## src/rtl/inst_fetch.sv

```systemverilog
// Instruction fetch unit: requests one word at a time from instruction memory,
// holds it for the decoder, and services branch/jump redirects.
module inst_fetch #(
  parameter logic [31:0] RESET_PC = 32'h0000_0000,
  parameter logic [31:0] NOP_INST = 32'h0000_0013
) (
  input  logic        clk,
  input  logic        rst_n,
  output logic        imem_req,
  output logic [31:0] imem_addr,
  input  logic        imem_ack,
  input  logic [31:0] imem_rdata,
  output logic [31:0] inst,
  output logic [31:0] inst_pc,
  output logic        inst_valid,
  input  logic        inst_ready,
  input  logic        redir_taken,
  input  logic        redir_jalr,
  input  logic [31:0] redir_base,
  input  logic [31:0] imm_ext,
  output logic        fetch_err
);

  // state  | meaning
  // IDLE   | post-reset gap, no request outstanding
  // REQ    | read request outstanding at imem_addr
  // HOLD   | instruction held for downstream, no request
  localparam logic [1:0] S_IDLE = 2'd0;
  localparam logic [1:0] S_REQ  = 2'd1;
  localparam logic [1:0] S_HOLD = 2'd2;

  logic [1:0]  state;
  logic [31:0] pc;
  logic        drop_pend;
  logic [31:0] tgt_sum;
  logic [31:0] tgt_raw;
  logic [31:0] tgt;
  logic        tgt_mis;

  assign tgt_sum = redir_base + imm_ext;
  assign tgt_raw = {tgt_sum[31:1], tgt_sum[0] & ~redir_jalr};
  assign tgt_mis = |tgt_raw[1:0];
  assign tgt     = {tgt_raw[31:2], 2'b00};

  always_ff @(posedge clk or negedge rst_n) begin
    if (!rst_n) begin
      state      <= S_IDLE;
      pc         <= RESET_PC;
      imem_req   <= 1'b0;
      imem_addr  <= RESET_PC;
      inst       <= NOP_INST;
      inst_pc    <= RESET_PC;
      inst_valid <= 1'b0;
      fetch_err  <= 1'b0;
      drop_pend  <= 1'b0;
    end else begin
      fetch_err <= 1'b0;
      case (state)
        S_IDLE: begin
          state    <= S_REQ;
          imem_req <= 1'b1;
          if (redir_taken) begin
            pc        <= tgt;
            imem_addr <= tgt;
            fetch_err <= tgt_mis;
          end else begin
            imem_addr <= pc;
          end
        end
        S_REQ: begin
          if (imem_ack) begin
            if (drop_pend || redir_taken) begin
              // stale data from an abandoned address; reissue at the current PC
              drop_pend <= 1'b0;
              if (redir_taken) begin
                pc        <= tgt;
                imem_addr <= tgt;
                fetch_err <= tgt_mis;
              end else begin
                imem_addr <= pc;
              end
            end else begin
              inst       <= imem_rdata;
              inst_pc    <= pc;
              inst_valid <= 1'b1;
              pc         <= pc + 32'd4;
              imem_req   <= 1'b0;
              state      <= S_HOLD;
            end
          end else if (redir_taken) begin
            // address bus must stay put until the memory acks the old request
            pc        <= tgt;
            drop_pend <= 1'b1;
            fetch_err <= tgt_mis;
          end
        end
        S_HOLD: begin
          if (redir_taken || inst_ready) begin
            inst_valid <= 1'b0;
            inst       <= NOP_INST;
            imem_req   <= 1'b1;
            state      <= S_REQ;
            if (redir_taken) begin
              pc        <= tgt;
              imem_addr <= tgt;
              fetch_err <= tgt_mis;
            end else begin
              imem_addr <= pc;
            end
          end
        end
        default: begin
          state    <= S_IDLE;
          imem_req <= 1'b0;
        end
      endcase
    end
  end

endmodule

```

## config.mk

```make
export PLATFORM = sky130hd
export DESIGN_NAME = inst_fetch
export DESIGN_NICKNAME = d
export VERILOG_FILES = /design/src/rtl/inst_fetch.sv
export SDC_FILE = /design/constraint.sdc
export NUM_CORES = 1
export LEC_CHECK = 0
export ABC_AREA = 0
export BUFFER_PORTS_ARGS = -buffer_cell sky130_fd_sc_hd__buf_2
export CAP_MARGIN = 20
export CORE_MARGIN = 5
export CORE_UTILIZATION = 54
export CTS_CLUSTER_DIAMETER = 150
export DETAILED_ROUTE_END_ITERATION = 8
export MAX_ROUTING_LAYER = met4
export PLACE_DENSITY_LB_ADDON = 0.05
export REMOVE_ABC_BUFFERS = 1
export SETUP_SLACK_MARGIN = 0.1
export SLEW_MARGIN = 20
export SYNTH_ARGS = -nofsm -noshare
export SYNTH_HDL_FRONTEND = slang
export SYNTH_SLANG_ARGS = --single-unit
```

## constraint.sdc

```tcl
create_clock -name clk -period 2.9 [get_ports clk]
set_clock_uncertainty 0.05 [all_clocks]
set_input_delay 0.435 -clock clk [delete_from_list [all_inputs] [get_ports clk]]
set_output_delay 0.435 -clock clk [all_outputs]
set_load 0.02 [all_outputs]
```

# Yosys cells after proc, flatten, opt, wreduce, memory -nomap -nowiden
# Index checks and enable logic that the tools add are counted.
[word_totals]
out_inout_bits = 99
ramBits = 0
romBits = 0
latch_bits = 0
mem_count = 0
register_bits = 134
word_cells = 66
[op_classes]
mul = 0
bitwise = 3
muxes = 32
addsub = 2
eq_ne = 7
reduce_logical = 13
n_shift = 0
order_cmp = 0
n_div = 0
[ops]
columns = ["operator", "count"]
rows = [
  ["$mux W32", 9],
  ["$pmux W32 S3", 2],
  ["$pmux W32 S2", 1],
  ["$add A32 B3 Y32 const B", 1],
  ["$add A32 B32 Y32", 1],
  ["$mux W1", 13],
  ["$reduce_and A3 Y1", 3],
  ["$ne A2 B2 Y1 const B", 4],
  ["$reduce_and A4 Y1", 2],
  ["$mux W2", 3],
  ["$pmux W1 S3", 2],
  ["$pmux W2 S3", 1],
  ["$reduce_bool A2 Y1", 2],
  ["$reduce_bool A3 Y1", 1],
  ["$eq A2 B1 Y1 const B", 1],
  ["$eq A2 B2 Y1 const B", 1],
  ["$logic_not A2 Y1", 1],
  ["$logic_or A1 B1 Y1", 2],
  ["$ne A2 B1 Y1 const B", 1],
  ["$not A1 Y1", 2],
  ["$pmux W1 S2", 1],
  ["$reduce_and A2 Y1", 1],
  ["$reduce_or A2 Y1", 1],
  ["$and A1 B1 Y1", 1],
]

# Depth between registers and ports, before layout
# Gate-level depths: netlist of run 1.
[depth]
ltp_word = 7
mapped_depth = 11
depth_no_buf = 11

# Worst setup path before layout of run 1
# OpenSTA, ideal clock, no wires.
[synth_timing]
path_type = "input -> register"
from = "input redir_base[13]"
to = "register pc[24]"
path_buffers = 0
path_slack_ns = 0.226
cell_stages = 9
setup_time_ns = 0.143
required_ns = 2.707
t_arrival_ns = 2.481
cell_sequence = "ha_1 -> a21o_1 -> a21o_1 -> a221o_1 -> a211oi_2 -> a21oi_1 -> a311oi_1 -> xor2_1 -> o221ai_1"
[synth_via]
elab_chain_len = 5
word_cells_on_any_way = 6
[synth_lines]
columns = ["item", "line_no", "rtl"]
rows = [
  ["start, declared", "19", "input logic [31:0] redir_base,"],
  ["$add A32 B32 Y32 (*)", "40", "assign tgt_sum = redir_base + imm_ext;"],
  ["$mux W32 (*)", "--", ""],
  ["$mux W32", "72", "if (drop_pend || redir_taken) begin"],
  ["$mux W32", "71", "if (imem_ack) begin"],
  ["$pmux W32 S3 (*)", "58", "case (state)"],
  ["end signal, assigned", "63", "pc <= tgt;"],
  ["end signal, assigned", "76", "pc <= tgt;"],
  ["end signal, assigned", "104", "pc <= tgt;"],
  ["end, declared", "33", "logic [31:0] pc;"],
]
# Every way passes the cells marked *; elsewhere a longest branch is shown, timed or not. The select of a mux whose other input is x is not followed.
# A chain may end at the register's enable or synchronous reset.

# Final worst setup path of run 1
# Ends and elaborated chain as after synthesis.

==> reports/metrics.yaml, run 1 <==
power:
  power.total_mw: 9.71
  powerDensity_nw_per_um2: 980
  p_leak_nw: 5.01
  ir_worst_vdd_v: 0.000454
place:
  gp_congestion: 0.868
  hpwl_um: 16000
  post_dp_cell_area_um2: 9250
  io_buffers: 200
floorplanning:
  die_x_um: 131
  core_area_um2: 14400
  io_pins: 201
  die_area_um2: 17000
  placementRows: 44
  initial_core_util_pct: 54.6
  die_y_um: 131
routing:
  vias_per_cell: 5.66
  drtPass1Iterations: 5
  drcViolationCount: 0
  vias: 7582
  routedWlPerCell_um: 16.3
  drtIter0Drc: 559
  drt_wl_total_um: 21900
  drtAntennaViolNets: 0
layout:
  syn_to_final_growth_pct: 26.2
  nets: 1278
  drive_gt1_share_pct: 25.8
  seq_area_um2: 3360
  final_util_pct: 69.0
  fillers: 1203
  multi_input_area_um2: 4220
  stdcell_area_um2: 9910
  diodes: 0
sta:
  rsz0062_at_grt: "false"
  fin_hold_ws_ps: 157
  setup-violations-final: 0
  relSlewSlack_pct: 56.8
  finalCriticalPeriod_ps: 2490
  report.final.slew_viol_count: 0
  finalHoldViolCount: 0
  fmaxAchievable_ghz: 0.402
  worst_pin_slew_ps: 646
  timing.setup.tns_ps: 0
  fin_crit_sh_pct: 85.7
global_routing:
  grt_max_degree: 63
  grt_first_pass_wirelength_um: 35100
  grt_antenna_before_repair: 0
  grt.total_usage_pct: 26.4
  grt_pass1_vias: 6920
  grt-ovfl-total: 0
synthesis:
  netlist.area_leader.share_pct: 41.8
  ys_seq_elements: 134
  synth_common_cells: "nand2_1, dfrtp_1, a21oi_1, nand3_1, nor2_1"
  yosys.area.top_type: "dfrtp_1"
  syn_inst: 939
  ys_warn_count: 0
  synth_ff_type: "dfrtp_1"
  synth.most_common_cell: "nand2_1"
  mappedNetlistArea_um2: 7850
  yosysUniqueCellTypes: 63
  synthTopCellsByArea: "dfrtp_1, nand2_1, ha_1, a21oi_1, nand3_1"
  async_flop_share_pct: 100
  synth_edf_count: 0
  synth-seq-area-share_pct: 42.8
  synth_area_per_cell_um2: 8.36
setup_path:
  critPathBufInv: 1
  cp-end-kind: "flip-flop"
  critPathArrivalTime_ps: 2710
  slowest_delay_ps: 380
  worst-setup-path-type: "input port to flip-flop"
  worstPathCellList: "buf_2 -> ha_1 -> a21o_1 -> a21o_1 -> a221o_1 -> a211oi_2 -> a21oi_1 -> a311oi_1 -> xor2_1 -> o221ai_1"
  critPathMaxFanout: 3
  worst_path_dominant_cell_family: "compound AO/OA/AOI/OAI gates"
  cpMostUsedCell: "a21o_1"
  slowest_stage: "a221o_1"
  cp.required_ps: 3130
  reg2reg_depth: 7
  cp.depth: 10
  worstSetupStartpointType: "input port"
  r2r_slack_ps: 540
clock_network:
  clk_latency_ps: 420
  cts_buffers: 17
  clock-root-buffer: "clkbuf_16"
  cts_sinks: 134
  clock_path_buffers: 2
  clkTransAtPathRegs_ps: 60
  cts.repair.resized: 0
  ctsHtreeMaxLevel: 4
  cts_tree: "done"
worst_hold_path:
  hold_path.class: "input port to flip-flop"
  hold_path_depth: 3
run_status:
  outcome: "complete, no violations"
run:
  drv_cap: 0
==> state kept, by name, summed over array words and instances, names as in the netlist <==
signal      count
drop_pend       1
fetch_err       1
imem_addr      32
imem_req        1
inst           32
inst_pc        32
inst_valid      1
pc             32
state           2
==> final timing paths <==
check	startpoint	endpoint
setup reg to reg	pc[10]	pc[29]
hold / removal	imem_rdata[20]	inst[20]
hold reg to reg	imem_addr[1]	imem_addr[1]
setup / recovery	redir_base[13]	pc[24]
max in group asynchronous	rst_n	pc[9]
min in group asynchronous	rst_n	inst[10]
==> cell families after synthesis <==
family	Yosys count	synth area share, %
AO/OA/AOI/OAI	213	17.2
adder cells (fa/ha/maj)	33	5.36
flip-flops	134	42.8
XOR/XNOR	34	3.79
multiplexers	26	3.41
AND/OR/NAND/NOR	423	23.8
buffers and inverters	76	3.70
==> metrics by stage <==
step	instances	worst slack, ps
6_report	1340	414
5_1_grt	1340	199
4_1_cts	1340	432
3_5_place_dp	1307	-4.92
3_3_place_gp	1307	23.9
2_1_floorplan	882	-1230
==> metal layers <==
metal	vias up	wire length (µm)	share of wire, %	global-route usage [%]
met4	0	295	1.3	7.38
met1	3486	9930	45	38.4
met2	360	9460	43	38.5
li1	3709	-	-	-
met3	27	2180	10	4.31
met5	-	0	0	-
==> worst register-to-register path, stage by stage (launching register included) <==
cell and delay (ps):
dfrtp_1 460, and4_1 340, and4_1 300, and3_1 400, nand4_1 150, mux2_1 320, o22ai_1 170, a21oi_1 60
==> power breakdown <==
part           internal, mW  leakage, nW  total, mW  switching (mW)
registers              2.73         1.59       3.38           0.650
clock network          1.54        0.313       2.35           0.815
logic                  1.46         3.11       3.98            2.53
total                  5.72         5.01       9.71            3.99
==> what timing repair did <==
| item | CTS | global route |
|---|---|---|
| hold buffers | 1 | 0 |
| buffers inserted | 0 | 0 |
| endpoints found under the setup margin | 0 | 0 |
| endpoints found under the hold margin | 57 | 0 |
==> placed cells by master, fill, tap and decap left out, drive strengths merged, types with 9 or more instances in the layout <==
master    n
buf     241
nand2   229
dfrtp   131
a21oi    66
nand3    66
o21ai    56
nor2     54
ha       32
clkbuf   22
and3     21
mux2i    20
inv      20
xnor2    19
a21o     16
xor2     15
a31oi    15
nand4    13
o22ai    12
nor3      9
==> layout make-up <==
class,instances,area share [%]
Clock inverter,10,1.68
Multi-Input combinational cell,729,42.6
Sequential cell,134,33.9
Clock buffer,22,4.89
Timing Repair Buffer,242,13.9
Inverter,19,0.720
Tap cell,184,2.32
Power figures use the tool's default switching activity.
==> inputs of run 2 (changes only) <==
--- a/config.mk
+++ b/config.mk
@@ -13,7 +13,7 @@
 export CTS_CLUSTER_DIAMETER = 150
 export DETAILED_ROUTE_END_ITERATION = 8
 export MAX_ROUTING_LAYER = met4
-export PLACE_DENSITY_LB_ADDON = 0.05
+export PLACE_DENSITY = 0.83
 export REMOVE_ABC_BUFFERS = 1
 export SETUP_SLACK_MARGIN = 0.1
 export SLEW_MARGIN = 20
==> run 2 against run 1 <==
Clock power is 19% lower. Critical path depth is 3 lower. Flip-flop and latch count unchanged. Highest routed layer unchanged.
==> reports/metrics.yaml, run 2 (synthesis gave the netlist of run 1 again) <==
routing:
  routedWlPerCell_um: 16.3
  drtIter0Drc: 749
  vias: 7667
  vias_per_cell: 5.77
  drtAntennaViolNets: 0
  drcViolationCount: 0
  drt_wl_total_um: 21600
  drtPass1Iterations: 7
power:
  ir_worst_vdd_v: 0.000531
  p_leak_nw: 4.89
  powerDensity_nw_per_um2: 952
  power.total_mw: 9.20
sta:
  fmaxAchievable_ghz: 0.394
  report.final.slew_viol_count: 0
  setup-violations-final: 0
  finalCriticalPeriod_ps: 2540
  fin_crit_sh_pct: 87.5
  layout_setup_ws_ps: 363
  fin_hold_ws_ps: 162
  rsz0062_at_grt: "false"
  worst_pin_slew_ps: 621
  finalHoldViolCount: 0
  relSlewSlack_pct: 58.5
floorplanning:
  io_pins: 201
  die_area_um2: 17000
  die_y_um: 131
  initial_core_util_pct: 54.6
  placementRows: 44
  core_area_um2: 14400
  die_x_um: 131
place:
  io_buffers: 200
  gp_congestion: 0.907
  hpwl_um: 16000
  dp.cells: 1298
  dp_slack_ps: 5.04
run:
  drv_cap: 0
run_status:
  outcome: "complete, no violations"
setup_path:
  reg2reg_depth: 7
  worst-setup-path-type: "flip-flop to flip-flop"
  critPathMaxFanout: 10
  cp.required_ps: 3110
  worstSetupStartpointType: "flip-flop"
  cp-end-kind: "flip-flop"
  critPathArrivalTime_ps: 2750
  rr_startpoint: "pc[9]"
  r2r_slack_ps: 360
  worstReg2RegEnd: "pc[29]"
clock_network:
  clock_path_buffers: 2
  ctsHtreeMaxLevel: 4
  cts_buffers: 17
  cts_tree: "done"
  clkTransAtPathRegs_ps: 60
  cts.repair.resized: 0
  clk_latency_ps: 410
  cts_sinks: 134
  post_cts_buffers: 0
  clock-root-buffer: "clkbuf_16"
  hold_buffers: 1
layout:
  syn_to_final_growth_pct: 23.2
  diodes: 0
  final_cell_mix: "nand2_1, buf_2, dfrtp_1, a21oi_1, nand3_1"
  final_cells: 1328
  nets: 1269
  final_util_pct: 67.3
  drive_gt1_share_pct: 24.7
  final_common_cell: "nand2_1"
global_routing:
  grt_antenna_before_repair: 0
  grt_first_pass_wirelength_um: 35000
  grt-ovfl-total: 0
  grt.total_usage_pct: 26.2
  grt_pass1_vias: 7194
  grt_max_degree: 55
worst_hold_path:
  hold_path_depth: 3
  hold_end: "inst[19]"
  hold_path.class: "input port to flip-flop"
  min_from: "imem_rdata[19]"
[run 2: cell count changes in the layout (fill, tap and decap cells not counted), moves of 2 or more]
cell | previous run | this run
buf_12 | 4 | 1
buf_4 | 37 | 31
bufinv_16 | 4 | 0
clkbuf_1 | 1 | 4
clkinv_2 | 1 | 3
inv_6 | 2 | 0
[run 2: worst max path at each step]
| stage | from | end | depth (start not counted) |
|---|---|---|---|
| 5_1_grt | pc[9] | pc[29] | 7 |
| 3_3_place_gp | redir_base[13] | pc[24] | 10 |
| 3_5_place_dp | redir_base[13] | pc[24] | 10 |
| 2_1_floorplan | state[0] | pc[11] | 7 |
| 6_report | pc[9] | pc[29] | 7 |
| 4_1_cts | pc[9] | pc[29] | 7 |
[run 2: per-stage QoR]
stage / instance area, µm² / setup TNS [ps]
3_3_place_gp: 9140 / 0
3_5_place_dp: 9140 / 0
2_1_floorplan: 7630 / -59310
4_1_cts: 9670 / 0
5_1_grt: 9670 / 0
6_report: 9670 / 0
[run 2: metal layers]
layer	track usage [%]	wire length [µm]	vias up
met1	34.9	9280	3547
met3	5.08	1840	47
met4	8.95	515	0
met5	-	0	-
li1	-	-	3679
met2	40.5	9960	394
[run 2: where the power goes]
group	switching, mW	total [mW]	internal (mW)	leakage, nW
clock network	0.734	1.90	1.16	0.255
registers	0.664	3.39	2.73	1.59
logic	2.51	3.91	1.40	3.05
total	3.91	9.20	5.29	4.89
[run 2: layout make-up]
type | instances | area [µm²]
multi-input cells | 729 | 4220
repair buffers | 233 | 1270
well taps | 184 | 230
fillers | 1238 | 4700
inverters | 19 | 71.3
flip-flops and latches | 134 | 3360
clock inverters | 4 | 22.5
clock buffers | 25 | 495
[run 2: worst max-delay path, cell delays in order, from the launching register on]
cell and delay [ps]:
dfrtp_1 540, and4_1 370, and4_1 300, and3_1 380, nand4_1 150, mux2_1 320, o22ai_1 210, a21oi_1 70
